`src/rtl/issue_ctrl.sv`:
```
// Dual-issue controller: accepts a decoded pair, splits it on intra-pair conflicts
// or load-use hazards, and drives two registered issue lanes in program order.
module issue_ctrl #(
    parameter int XLEN = 32
) (
    input  logic            clk,
    input  logic            rst,
    input  logic            flush,
    input  logic            in_valid,
    output logic            in_ready,
    input  logic            s0_valid,
    input  logic            s0_rs1_en,
    input  logic            s0_rs2_en,
    input  logic            s0_we,
    input  logic            s0_mem,
    input  logic [4:0]      s0_rs1,
    input  logic [4:0]      s0_rs2,
    input  logic [4:0]      s0_rd,
    input  logic [XLEN-1:0] s0_pc,
    input  logic            s1_valid,
    input  logic            s1_rs1_en,
    input  logic            s1_rs2_en,
    input  logic            s1_we,
    input  logic            s1_mem,
    input  logic [4:0]      s1_rs1,
    input  logic [4:0]      s1_rs2,
    input  logic [4:0]      s1_rd,
    input  logic [XLEN-1:0] s1_pc,
    input  logic            ex0_load,
    input  logic [4:0]      ex0_rd,
    input  logic            ex1_load,
    input  logic [4:0]      ex1_rd,
    output logic            i0_valid,
    output logic            i0_rs1_en,
    output logic            i0_rs2_en,
    output logic            i0_we,
    output logic            i0_mem,
    output logic [4:0]      i0_rs1,
    output logic [4:0]      i0_rs2,
    output logic [4:0]      i0_rd,
    output logic [XLEN-1:0] i0_pc,
    output logic            i1_valid,
    output logic            i1_rs1_en,
    output logic            i1_rs2_en,
    output logic            i1_we,
    output logic            i1_mem,
    output logic [4:0]      i1_rs1,
    output logic [4:0]      i1_rs2,
    output logic [4:0]      i1_rd,
    output logic [XLEN-1:0] i1_pc
);

    typedef enum logic {RUN, HOLD1} state_t;

    typedef struct packed {
        logic            valid;
        logic            rs1_en;
        logic            rs2_en;
        logic            we;
        logic            mem;
        logic [4:0]      rs1;
        logic [4:0]      rs2;
        logic [4:0]      rd;
        logic [XLEN-1:0] pc;
    } slot_t;

    state_t state, state_d;
    slot_t  s0, s1, held, held_d, lane0, lane0_d, lane1, lane1_d;
    logic   haz0, haz1, haz_held, raw, waw, conflict;

    assign s0 = '{s0_valid, s0_rs1_en, s0_rs2_en, s0_we, s0_mem, s0_rs1, s0_rs2, s0_rd, s0_pc};
    assign s1 = '{s1_valid, s1_rs1_en, s1_rs2_en, s1_we, s1_mem, s1_rs1, s1_rs2, s1_rd, s1_pc};

    // A load still in EX cannot forward yet; x0 never creates a dependency.
    function automatic logic load_use(input slot_t s, input logic l0, input logic [4:0] r0,
                                      input logic l1, input logic [4:0] r1);
        logic h0, h1;
        h0 = l0 && (r0 != 5'd0) && ((s.rs1_en && s.rs1 == r0) || (s.rs2_en && s.rs2 == r0));
        h1 = l1 && (r1 != 5'd0) && ((s.rs1_en && s.rs1 == r1) || (s.rs2_en && s.rs2 == r1));
        return h0 || h1;
    endfunction

    // An idle lane clears its control bits but keeps addresses/PC stable.
    function automatic slot_t idle(input slot_t s);
        slot_t r;
        r        = s;
        r.valid  = 1'b0;
        r.rs1_en = 1'b0;
        r.rs2_en = 1'b0;
        r.we     = 1'b0;
        r.mem    = 1'b0;
        return r;
    endfunction

    assign haz0     = s0.valid && load_use(s0, ex0_load, ex0_rd, ex1_load, ex1_rd);
    assign haz1     = s1.valid && load_use(s1, ex0_load, ex0_rd, ex1_load, ex1_rd);
    assign haz_held = load_use(held, ex0_load, ex0_rd, ex1_load, ex1_rd);

    assign raw = s0.we && (s0.rd != 5'd0) &&
                 ((s1.rs1_en && s1.rs1 == s0.rd) || (s1.rs2_en && s1.rs2 == s0.rd));
    assign waw = s0.we && s1.we && (s0.rd == s1.rd) && (s0.rd != 5'd0);
    assign conflict = s0.valid && s1.valid && (raw || waw || (s0.mem && s1.mem));

    // NOTE: every output of this block gets a default first so no path leaves one unassigned (no latches).
    always_comb begin
        state_d  = state;
        held_d   = held;
        lane0_d  = idle(lane0);
        lane1_d  = idle(lane1);
        in_ready = 1'b0;
        if (flush) begin
            state_d = RUN;
            held_d  = '0;
        end else begin
            unique case (state)
                RUN: begin
                    if (!haz0) begin
                        in_ready = 1'b1;
                        if (in_valid) begin
                            if (s0.valid) begin
                                lane0_d = s0;
                                if (s1.valid && (conflict || haz1)) begin
                                    held_d  = s1;
                                    state_d = HOLD1;
                                end else if (s1.valid) begin
                                    lane1_d = s1;
                                end
                            end else if (s1.valid) begin
                                // A lone slot 1 issues on lane 0 unless it must wait on a load.
                                if (haz1) begin
                                    held_d  = s1;
                                    state_d = HOLD1;
                                end else begin
                                    lane0_d = s1;
                                end
                            end
                        end
                    end
                end
                HOLD1: begin
                    if (!haz_held) begin
                        lane0_d = held;
                        held_d  = '0;
                        state_d = RUN;
                    end
                end
                default: state_d = RUN;
            endcase
        end
    end

    // NOTE: sequential state uses non-blocking assignments so all registers update from pre-edge values.
    always_ff @(posedge clk or posedge rst) begin
        if (rst) begin
            state <= RUN;
            held  <= '0;
            lane0 <= '0;
            lane1 <= '0;
        end else begin
            state <= state_d;
            held  <= held_d;
            lane0 <= lane0_d;
            lane1 <= lane1_d;
        end
    end

    assign {i0_valid, i0_rs1_en, i0_rs2_en, i0_we, i0_mem, i0_rs1, i0_rs2, i0_rd, i0_pc} = lane0;
    assign {i1_valid, i1_rs1_en, i1_rs2_en, i1_we, i1_mem, i1_rs1, i1_rs2, i1_rd, i1_pc} = lane1;

endmodule
```
`config.mk`:
```
export PLATFORM = sky130hd
export DESIGN_NAME = issue_ctrl
export DESIGN_NICKNAME = d
export VERILOG_FILES = /design/src/rtl/issue_ctrl.sv
export SDC_FILE = /design/constraint.sdc
export NUM_CORES = 1
export LEC_CHECK = 0
export BUFFER_PORTS_ARGS = -buffer_cell sky130_fd_sc_hd__buf_2
export CAP_MARGIN = 15
export CORE_UTILIZATION = 56
export CTS_BUF_LIST = sky130_fd_sc_hd__clkbuf_16
export CTS_CLUSTER_DIAMETER = 80
export DETAILED_ROUTE_END_ITERATION = 16
export GPL_ROUTABILITY_DRIVEN = 0
export MAX_ROUTING_LAYER = met4
export PLACE_DENSITY_LB_ADDON = 0.12
export SYNTH_ARGS = -nofsm -noshare
export SYNTH_HDL_FRONTEND = slang
export SYNTH_SLANG_ARGS = --single-unit
export TNS_END_PERCENT = 50
```
`constraint.sdc`:
```
create_clock -name clk -period 10.01 [get_ports clk]
set_input_delay 1.001 -clock clk [delete_from_list [all_inputs] [get_ports clk]]
set_output_delay 1.001 -clock clk [all_outputs]
set_load 0.01 [all_outputs]
```
==> results_dict.tcl, run 1 <==
set metrics [dict create \
    start_kind "input pin" \
    min_path_type "reg2reg" \
    antenna_found_initial 0 \
    syn_inst 625 \
    async_reset_ff_share_pct 100 \
    area_growth_pct 23.4 \
    die_x_um 118 \
    wl_um 20900 \
    synth_top_area_share_pct 52.0 \
    synthTopCellsByArea "dfrtp_1, mux2i_1, a222oi_1" \
    wl_per_cell_um 20.7 \
    drv_slew 0 \
    drt-initial-drc-count 740 \
    cts_setup_buffers 0 \
    r2r_setup_slack_ns 6.44 \
    drtAntennaViolNets 0 \
    io_pins 225 \
    portBuffers 224 \
    crit_top_cell "buf_2" \
    synth-seq-area-share_pct 52.0 \
    grt_pass1_vias 6169 \
    max-vdd-ir-drop_mv 0.127 \
    tritoncts "yes" \
    hold_depth 1 \
    hold_ws_ns 0.479 \
    rsz0062_at_grt "false" \
    yosys_warnings 0 \
    r2r-end "i0_pc[29]" \
    r2r_start "held[38]" \
    synth_edf_count 0 \
    drive_above_1_share_pct 37.5 \
    firstDrtPassIters 7 \
    overflow 0 \
    outcome "finished clean" \
    clkSinkCount 157 \
    fin_worst_skew_ns 0.00803 \
    dieHeight_um 118 \
    drv_cap 0 \
    synth_area_um2 7550 \
    fin_util_pct 70.7 \
    min_to "held[51]" \
    placed_cell_area_um2 8740 \
    worstRegToRegCells 8 \
    design_area_um2 9320 \
    layout.cells.non_filler 1010 \
    worstMarginPinSlew_ns 1.02 \
    layout.nets 942 \
    crit_slowest_cell "or4_1" \
    period_needed_ns 3.89 \
    slew_headroom_pct 31.7 \
    powerDensity_nw_per_um2 190 \
    core-area_um2 13200 \
    path_class "in2out" \
    dp_hpwl_um 14000 \
    critPathArrivalTime_ns 2.89 \
    critPathMaxFanout 7 \
    htree_levels 4 \
    root_buffer "clkbuf_16" \
    cp_data_required_time_ns 9.01 \
    diodes 0 \
    avgViaCountPerCell 6.11 \
    hp-start "held[51]" \
    synthTopCellsByCount "dfrtp_1, inv_1, a22o_1, mux2i_1" \
    drc 0 \
    end_kind "primary output" \
    fin_tns_setup_ns 0 \
    cts-hold-fix-buffers 0 \
    clockBufferDepth 2 \
    max_freq_ghz 0.257 \
    max_stage_delay_ns 0.53 \
    ys_types 38 \
    p_leak_nw 4.74 \
    dieArea_um2 14000 \
    insertion_delay_ns 0.43 \
    yosysMostFrequentCell "dfrtp_1" \
    start_util_pct 57.3 \
    setup_violations 0 \
    synth_top_area_cell "dfrtp_1" \
    placedCellCount 978 \
    vias 6172 \
    rows 42 \
    worstPathCellList "buf_2, or4_1, o21a_1, and2_4, a22oi_4, nand3_2, inv_1, buf_2" \
    period_share_pct 38.8 \
    grt_pass1_wl_um 32700 \
    hold_viol 0 \
    syn_area_per_cell_um2 12.1 \
    numCtsBuffers 17 \
    grt_usage_pct 31.6 \
    grt_max_degree 85 \
    ys_seq_elements 157 \
    cts_resized 0 \
    clk_pin_slew_ns 0.06 \
    synth_nets 745 \
    synth_ff_type "dfrtp_1" \
]
per-stage QoR:
| stage | power [mW] | setup slack, ns |
|---|---|---|
| floorplan | 0.996 | 4.77 |
| global placement | 1.15 | 5.97 |
| detailed placement | 1.17 | 5.82 |
| CTS | 1.78 | 6.17 |
| global route | 1.85 | 5.93 |
| finish | 1.77 | 6.12 |
cell families after synthesis:
group,share of synthesized area [%]
compound gates,14.9
xor+xnor,8.70
buf+inv,6.23
flops,52.0
mux,13.8
simple gates,4.36
registers in the layout (all words and copies together) (netlist names), 5 cells and up:
name and flops:
held 52, i0_pc 32, i1_pc 32, i0_rd 5, i0_rs1 5, i0_rs2 5
i1_rd 5, i1_rs1 5, i1_rs2 5
worst max-delay path, delay by kind of cell:
kind,cells,cell delay [ns]
AOI/OAI and AO/OA,2,0.45
buffers and inverters,3,0.54
and+or+nand+nor,3,0.90
layout by cell type, fill, tap and decap left out, types with 2 or more instances in the layout:
cell and n:
a21boi_0 2, a21oi_1 2, a21oi_4 2, a222oi_1 47, a22o_1 52, and2_1 5
buf_2 224, buf_4 10, bufinv_16 2, clkbuf_16 17, clkinv_1 3, clkinv_2 2
clkinvlp_4 3, dfrtp_1 157, inv_1 54, inv_6 3, mux2_1 6, mux2_2 41
mux2i_1 51, nand2_1 16, nand3_1 9, nand4_1 8, nor2_1 2, nor4_1 8
o21a_1 4, o21ai_0 6, o22ai_1 4, or4_1 3, xnor2_1 47, xor2_1 28
how the worst max path moves through the flow:
stage               from         to  slack [ns]  cells past startpoint
2_1_floorplan        rst    held[0]        4.77                      1
3_3_place_gp   ex1_rd[1]  i0_rs2[4]        5.97                      8
3_5_place_dp   ex1_rd[1]  i0_pc[26]        5.82                      9
4_1_cts        ex1_rd[1]   in_ready        6.17                      8
5_1_grt        ex1_rd[1]  i0_pc[29]        5.93                      9
6_report       ex1_rd[1]   in_ready        6.12                      8
layer usage:
metal	vias to the layer above	GRT usage, %	routed length (um)
met5	-	-	0
met3	51	7.96	2030
met1	3051	40.4	8520
met2	387	48.9	9810
li1	2683	-	-
met4	0	11.6	504
layout make-up:
type / instances / area, um2
clock buffers: 17 / 425
clock inverters: 14 / 129
fillers: 962 / 3870
inverters: 53 / 204
multi-input cells: 358 / 3200
flip-flops and latches: 157 / 3930
well taps: 176 / 220
repair buffers: 235 / 1220
where the power goes:
group / leakage [nW] / internal (mW) / switching [mW]
sequential: 2.06 / 0.729 / 0.0467
combinational: 2.41 / 0.173 / 0.210
clock: 0.270 / 0.361 / 0.256
total: 4.74 / 1.26 / 0.513
Power figures use the tool's default switching activity.
==> run 2, diff against run 1 <==
CORE_UTILIZATION = 52   (was 56)
clock period = 3.7 ns   (was 10.01 ns; I/O delays follow)
==> run 2 against run 1 <==
  * Global-route usage down 2.4 points
  * First-iteration DRC count down 16%
  * Clock skew up 0.0014 ns
  * Hold slack worse by 0.33 ns
  * Count of clock-buffer cells in the layout did not move
  * Critical path type is now reg2reg
==> results_dict.tcl, run 2 (synthesized netlist as in run 1, its figures left out) <==
set metrics [dict create \
    outcome "finished clean" \
    fin_util_pct 66.9 \
    rsz0062_at_grt "false" \
    worstMarginPinSlew_ns 0.863 \
    drc 0 \
    drtAntennaViolNets 0 \
    crit_path_end "i0_rs2[1]" \
    dieArea_um2 15000 \
    wl_per_cell_um 20.5 \
    dp_hpwl_um 14200 \
    numCtsBuffers 17 \
    seqCellArea_um2 3930 \
    drv_cap 0 \
    clkSinkCount 157 \
    clockBufferDepth 2 \
    top_register "held" \
    multi_input_area_um2 3200 \
    drive_above_1_share_pct 37.5 \
    slew_headroom_pct 42.5 \
    area_growth_pct 24.4 \
    firstDrtPassIters 9 \
    dieHeight_um 123 \
    r2r-end "i0_rs2[1]" \
    core-area_um2 14000 \
    grt_usage_pct 29.2 \
    overflow 0 \
    cp_data_required_time_ns 4.03 \
    wl_um 20800 \
    grt_max_degree 158 \
    layout_common_cells "buf_2, dfrtp_1, inv_1, a22o_1, mux2i_1" \
    grt_pass1_wl_um 32300 \
    max-vdd-ir-drop_mv 0.370 \
    p_total_mw 4.83 \
    htree_levels 4 \
    cts-hold-fix-buffers 0 \
    insertion_delay_ns 0.42 \
    end_kind "register" \
    worstRegToRegCells 9 \
    r2r_start "held[38]" \
    root_buffer "clkbuf_16" \
    portBuffers 224 \
    largest_reg_flops 52 \
    fin_tns_setup_ns 0 \
    drt-initial-drc-count 625 \
    critPathArrivalTime_ns 3.21 \
    tritoncts "yes" \
    final_common_cell "buf_2" \
    layout.nets 946 \
    critPathMaxFanout 16 \
    path_class "reg2reg" \
    fillers 1121 \
    avgViaCountPerCell 5.96 \
    fin_worst_skew_ns 0.00945 \
    rows 43 \
    hold_viol 0 \
    p_leak_nw 4.79 \
    cts_resized 0 \
    die_x_um 123 \
    io_pins 225 \
    antenna_found_initial 0 \
    max_freq_ghz 0.347 \
    clk_pin_slew_ns 0.06 \
    start_util_pct 53.8 \
    grt_pass1_vias 6258 \
    start_kind "register" \
    period_needed_ns 2.88 \
    drv_slew 0 \
    cts_setup_buffers 0 \
    period_share_pct 77.9 \
    vias 6062 \
    powerDensity_nw_per_um2 514 \
    diodes 0 \
    min_path_type "in2async" \
    setup_violations 0 \
    crit_start "held[38]" \
    r2r_setup_slack_ns 0.82 \
]
## run 2: cell types whose count changed in the layout (fill, tap and decap cells not counted), sizes merged
cell / before / now
buf: 235 / 239
clkinv: 5 / 7
clkinvlp: 3 / 1
inv: 57 / 55
bufinv: 2 / 3
## run 2: worst min path at each step
stage,startpoint,to,slack [ns],depth (start not counted)
after floorplan,flush,i0_valid,0.43,1
after global placement,held[51],held[51],0.46,1
after detailed placement,held[51],held[51],0.47,1
after CTS,flush,i0_valid,0.16,2
after global routing,flush,i0_valid,0.17,2
final,rst,i1_pc[29],0.15,3
## run 2: where the power goes
group,switching (mW),internal (mW)
logic,0.558,0.472
registers,0.135,1.97
clock network,0.662,1.03
## run 2: routing by layer
metal	up-vias	routed length, um	part of all wire (%)	track usage [%]
li1	2693	-	-	-
met5	-	0	0	-
met3	38	1730	8.3	6.83
met4	0	461	2.2	11.1
met1	3018	8700	42	36.8
met2	313	9950	48	45.8
## run 2: through the flow
| stage | cells | setup slack (ns) | cell area [um2] | hold WS [ns] |
|---|---|---|---|---|
| after floorplan | 625 | 0.831 | 7560 | 0.433 |
| after global placement | 987 | 0.758 | 8840 | 0.462 |
| after detailed placement | 987 | 0.645 | 8840 | 0.470 |
| after CTS | 1017 | 0.870 | 9400 | 0.156 |
| after global routing | 1017 | 0.654 | 9400 | 0.168 |
| final | 1017 | 0.817 | 9400 | 0.149 |
## run 2: final cells by class
| type | instances | area share, % |
|---|---|---|
| Clock buffer | 17 | 4.53 |
| Clock inverter | 13 | 1.44 |
| Inverter | 53 | 2.16 |
| Multi-Input combinational cell | 358 | 34.0 |
| Sequential cell | 157 | 41.8 |
| Tap cell | 180 | 2.40 |
| Timing Repair Buffer | 239 | 13.7 |
## run 2: worst max-delay path, cell delays in order, from the launching register on
cell      delay, ns
dfrtp_1        0.45
xor2_1         0.18
nor4_1         0.32
nand3_1        0.11
a21boi_0       0.42
nor4_1         0.11
buf_4          0.19
a21oi_4        0.37
buf_4          0.39
mux2i_1        0.25
